[config.mk]
export PLATFORM = sky130hd
export DESIGN_NAME = cache_arbiter
export DESIGN_NICKNAME = d
export VERILOG_FILES = /design/src/rtl/cache_arbiter_pkg.sv /design/src/rtl/cache_arbiter.sv
export SDC_FILE = /design/constraint.sdc
export NUM_CORES = 1
export LEC_CHECK = 0
export ABC_AREA = 1
export BUFFER_PORTS_ARGS = -buffer_cell sky130_fd_sc_hd__buf_4
export CAP_MARGIN = 10
export CORE_AREA = 2 2 275 277
export DETAILED_ROUTE_END_ITERATION = 10
export DIE_AREA = 0 0 277 279
export PLACE_DENSITY = 0.36
export REMOVE_ABC_BUFFERS = 1
export SLEW_MARGIN = 20
export SYNTH_ARGS = -nofsm -noshare
export SYNTH_HDL_FRONTEND = slang
export SYNTH_SLANG_ARGS = --single-unit
[constraint.sdc]
create_clock -name clk -period 2.1 [get_ports clk]
set_input_delay 0.315 -clock clk [delete_from_list [all_inputs] [get_ports clk]]
set_output_delay 0.315 -clock clk [all_outputs]
set_load 0.1 [all_outputs]
[src/rtl/cache_arbiter_pkg.sv]
// Shared types for the LC-3b memory-side cache arbiter: word/line widths,
// arbiter state encoding and the line-alignment helper.
package cache_arbiter_pkg;

    localparam int ADDR_W   = 16;
    localparam int LINE_W   = 128;
    localparam int OFFSET_W = 4;

    typedef logic [ADDR_W-1:0] lc3b_word;
    typedef logic [LINE_W-1:0] lc3b_c_line;

    // state          | meaning
    // arb_idle       | no owner, arbitrate on sampled requests
    // arb_serve_i    | I-cache owns the memory port until pmem_resp
    // arb_serve_d    | D-cache owns the memory port until pmem_resp
    // arb_done       | one dead cycle so the owner can drop its request
    typedef enum logic [1:0] {
        arb_idle,
        arb_serve_i,
        arb_serve_d,
        arb_done
    } lc3b_arb_state;

    function automatic lc3b_word line_align(input lc3b_word addr);
        return {addr[ADDR_W-1:OFFSET_W], {OFFSET_W{1'b0}}};
    endfunction

endpackage

[src/rtl/cache_arbiter.sv]
// Round-robin arbiter sharing one line-wide memory port between the I-cache
// and D-cache; the owner's request is steered out and the response steered back.
module cache_arbiter
    import cache_arbiter_pkg::*;
(
    input  logic          clk,
    input  logic          rst,

    input  logic          i_pmem_read,
    input  lc3b_word      i_pmem_address,
    output lc3b_c_line    i_pmem_rdata,
    output logic          i_pmem_resp,

    input  logic          d_pmem_read,
    input  logic          d_pmem_write,
    input  lc3b_word      d_pmem_address,
    input  lc3b_c_line    d_pmem_wdata,
    output lc3b_c_line    d_pmem_rdata,
    output logic          d_pmem_resp,

    output logic          pmem_read,
    output logic          pmem_write,
    output lc3b_word      pmem_address,
    output lc3b_c_line    pmem_wdata,
    input  lc3b_c_line    pmem_rdata,
    input  logic          pmem_resp
);

    lc3b_arb_state r_state;
    lc3b_arb_state w_state_next;
    logic          r_last_d;
    logic          r_d_is_write;
    logic          w_i_req;
    logic          w_d_req;

    assign w_i_req = i_pmem_read;
    assign w_d_req = d_pmem_read | d_pmem_write;

    always_comb begin
        w_state_next = r_state;
        case (r_state)
            arb_idle: begin
                if (w_i_req && w_d_req)
                    w_state_next = r_last_d ? arb_serve_i : arb_serve_d;
                else if (w_d_req)
                    w_state_next = arb_serve_d;
                else if (w_i_req)
                    w_state_next = arb_serve_i;
            end
            arb_serve_i,
            arb_serve_d: begin
                if (pmem_resp)
                    w_state_next = arb_done;
            end
            arb_done: w_state_next = arb_idle;
            default:  w_state_next = arb_idle;
        endcase
    end

    // The D operation is latched at grant so a dropped request still completes
    // with the strobe memory already saw.
    always_ff @(posedge clk or posedge rst) begin
        if (rst) begin
            r_state      <= arb_idle;
            r_last_d     <= 1'b0;
            r_d_is_write <= 1'b0;
        end else begin
            r_state <= w_state_next;
            if (r_state == arb_idle && w_state_next == arb_serve_d) begin
                r_last_d     <= 1'b1;
                r_d_is_write <= d_pmem_write;
            end else if (r_state == arb_idle && w_state_next == arb_serve_i) begin
                r_last_d     <= 1'b0;
            end
        end
    end

    always_comb begin
        pmem_read    = 1'b0;
        pmem_write   = 1'b0;
        pmem_address = '0;
        pmem_wdata   = '0;
        i_pmem_resp  = 1'b0;
        d_pmem_resp  = 1'b0;
        case (r_state)
            arb_serve_i: begin
                pmem_read    = 1'b1;
                pmem_address = line_align(i_pmem_address);
                i_pmem_resp  = pmem_resp;
            end
            arb_serve_d: begin
                pmem_write   = r_d_is_write;
                pmem_read    = ~r_d_is_write;
                pmem_address = line_align(d_pmem_address);
                pmem_wdata   = d_pmem_wdata;
                d_pmem_resp  = pmem_resp;
            end
            default: begin
            end
        endcase
    end

    assign i_pmem_rdata = pmem_rdata;
    assign d_pmem_rdata = pmem_rdata;

endmodule
==> impl_metrics.yaml <==
power_and_ir_drop:
  internal-power_mw: 3.64
  netSwitchingPower_mw: 8.71
  max-vdd-ir-drop_uv: 980
  power_frac_seq_pct: 1.3
  power_leakage_nw: 3.49
  sw_ratio_pct: 70.6
  clock_power_share_pct: 2.4
  power.combinational.fraction_pct: 96.3
  power_density_nw_per_um2: 1950
  finalPower_mw: 12.3
global_route:
  grt_pass1_vias: 3868
  grt_util_overall_pct: 18.1
  grt_max_degree: 46
  grt_antenna_before_repair: 12
  grt.overflow.total: 0
  global_route_wire_length_before_repair_mm: 82.2
die:
  start_util_pct: 4.74
  die_area_sq_um: 77300
  die_span_in_y_um: 279
  core_area_sq_um: 74100
  io_pins: 698
  die_width_um: 277
  core.rowCount: 100
route:
  drt_iter0_drc: 305
  drt-total-wl_mm: 73.6
  final_antenna_net_count: 0
  first_pass_iters: 4
  route.detailed.wl_per_inst_um: 44.8
  via_per_inst: 2.63
  drc: 0
  routed-via-count: 4319
clocking:
  clkSlewWorstSetupHoldPaths_ns: 0.03
  tritoncts.num_buffers: 3
  cts_sinks: 4
  cts_buffer_depth: 2
  worstSkewPairLatency_ns: 0.22
  cts-htree-levels: 1
  clock_tree.root_cell: "sky130_fd_sc_hd__clkbuf_16"
  tritoncts_clock_tree: "done"
place:
  place.port_buffers: 301
  dp_hpwl_mm: 66.7
  place.gp.congestion: 0.881
  numPlacedInstances: 1616
  postPlaceCellArea_sq_um: 5680
synth:
  synth_async_sr_flop_share_pct: 100
  synth_area_leaders: "sky130_fd_sc_hd__buf_4 (56%), sky130_fd_sc_hd__nand2_1 (17%), sky130_fd_sc_hd__inv_1 (15%)"
  yosysWarnings: 0
  synth_enable_flop_cells: 0
  number_of_distinct_library_cells_after_synthesis: 17
  yosys_register_bits: 4
  synth.yosys.seq_area_share_pct: 2.85
  synthDominantCellAreaShare_pct: 56.0
  synthMostInstantiatedCell: "sky130_fd_sc_hd__buf_4"
  postSynth.topFlopCell: "sky130_fd_sc_hd__dfrtp_1"
  synth_cells: 615
  yosys-top-cells-count: "sky130_fd_sc_hd__buf_4 (262), sky130_fd_sc_hd__nand2_1 (163), sky130_fd_sc_hd__inv_1 (139)"
  synth_largest_area_cell: "sky130_fd_sc_hd__buf_4"
  syn_avg_cell_area_sq_um: 5.71
  mappedNetlistArea_sq_um: 3510
sta:
  final_max_slew_viol_count: 0
  final_hold_slack_ns: 0.355
  tcrit_tclk_final_pct: 96.0
  max_clock_freq_ghz: 0.496
  setup_tns_ns: 0
  timing.final.setup_violations: 0
  final.min_clock_period_ns: 2.02
  hold_viol_final: 0
  worst_clock_skew_ns: 0.000474
setup_path:
  criticalPathCategory: "flip-flop to output pin"
  cp_data_required_time_ns: 1.78
  worstSetupEndpointType: "output pin"
  critical_path.startpoint_type: "flip-flop"
  data_arrival_at_the_endpoint_of_the_critical_path_ns: 1.70
  crit_fanout: 8
finish:
  design.final.nets: 963
  design_area_sq_um: 6320
  final.fill_count: 8808
  synthToLayoutAreaGrowth_pct: 80.0
  final_layout_size_suffix_gt1_share_pct: 51.8
  final_cell_count_no_fill: 1643
status:
  outcome: "completed"
job:
  drv.max_cap_violation_count: 0
min_path:
  hold_path.class: "input pin to flip-flop"
-- per-layer routing --
layer	vias up	share of wire, %	global-route usage, %
li1	1564	-	-
met1	1816	29	14.0
met2	878	39	25.3
met3	37	30	26.7
met4	24	0.65	1.41
met5	-	1.4	9.76
-- worst max-delay path, stage by stage (launching register included) --
cell and delay, ns:
sky130_fd_sc_hd__dfrtp_1 0.40, sky130_fd_sc_hd__inv_2 0.11, sky130_fd_sc_hd__ha_4 0.20, sky130_fd_sc_hd__buf_12 0.20
sky130_fd_sc_hd__buf_16 0.15, sky130_fd_sc_hd__nand2_1 0.09, sky130_fd_sc_hd__inv_1 0.11, sky130_fd_sc_hd__buf_12 0.19
-- stage by stage --
| step | utilization [%] | setup slack [ns] |
|---|---|---|
| after global routing | 8.49 | -0.00778 |
| after global placement | 7.67 | 0.147 |
| after detailed placement | 7.67 | 0.145 |
| final | 8.53 | 0.0836 |
| after CTS | 7.86 | 0.000312 |
| after floorplan | - | -2.74 |
-- area by class of cell --
type	instances	area (sq um)	share of cell area [%]
Timing Repair Buffer	321	3540	56.0
Antenna cell	10	25.0	0.396
Clock buffer	3	75.1	1.19
Tap cell	969	1210	19.2
Inverter	140	529	8.38
Multi-Input combinational cell	196	836	13.2
Sequential cell	4	101	1.60
-- registers in the layout, summed over array words and instances (netlist names) --
name,count
r_d_is_write,1
r_state,2
r_last_d,1
-- power groups by stage --
stage / logic, mW / registers, mW / clock network (mW)
2_1_floorplan: 6.64 / 0.139 / 0
3_3_place_gp: 11.0 / 0.159 / 0
3_5_place_dp: 10.9 / 0.160 / 0
4_1_cts: 11.1 / 0.159 / 0.299
5_1_grt: 12.5 / 0.165 / 0.306
6_report: 11.9 / 0.158 / 0.294
-- repair_timing --
| action | in CTS | in global routing |
|---|---|---|
| gates cloned | 0 | 7 |
| buffers inserted | 1 | 5 |
| hold endpoints to repair | 4 | 0 |
| gates resized for setup | 9 | 73 |
| pin swaps | 0 | 1 |
| hold buffers | 1 | 0 |
| endpoints found under the setup margin | 7 | 74 |
-- path summary, 6_finish.rpt --
| kind | from | to | slack, ns | cells past startpoint |
|---|---|---|---|---|
| worst max-delay path | r_state[0]$_DFF_PP0_ | pmem_wdata[53] | 0.08 | 7 |
| worst min-delay path | d_pmem_write | r_d_is_write$_DFFE_PP0P_ | 0.36 | 3 |
| worst max register to register | r_state[1]$_DFF_PP0_ | r_d_is_write$_DFFE_PP0P_ | 0.74 | 8 |
| worst min register to register | r_last_d$_DFFE_PP0P_ | r_last_d$_DFFE_PP0P_ | 0.49 | 2 |
| max in group asynchronous | rst | r_state[1]$_DFF_PP0_ | 1.39 | 3 |
| min in group asynchronous | rst | r_state[0]$_DFF_PP0_ | 0.53 | 3 |
-- cell families (layout without fill, tap and decap cells) --
| kind of cell | Yosys count | after routing | synth area share [%] |
|---|---|---|---|
| flops | 4 | 4 | 2.85 |
| simple gates | 173 | 173 | 18.6 |
| compound gates | 16 | 16 | 2.67 |
| fa+ha+maj | 3 | 3 | 1.07 |
| buf+inv | 418 | 464 | 74.7 |
| other cells | 1 | 14 | 0.107 |
-- layout by cell type (no fill, tap or decap), types with 2 or more instances in the layout --
cell and count:
sky130_fd_sc_hd__nand2_1 163, sky130_fd_sc_hd__buf_6 42, sky130_fd_sc_hd__conb_1 4, sky130_fd_sc_hd__inv_1 128
sky130_fd_sc_hd__ha_4 2, sky130_fd_sc_hd__a21oi_1 9, sky130_fd_sc_hd__a21oi_2 5, sky130_fd_sc_hd__buf_16 3
sky130_fd_sc_hd__nor2_1 8, sky130_fd_sc_hd__buf_12 63, sky130_fd_sc_hd__diode_2 10, sky130_fd_sc_hd__buf_4 204
sky130_fd_sc_hd__inv_2 11, sky130_fd_sc_hd__clkbuf_16 9, sky130_fd_sc_hd__dfrtp_1 3, sky130_fd_sc_hd__buf_8 2
(Power assumes the default switching activity.)
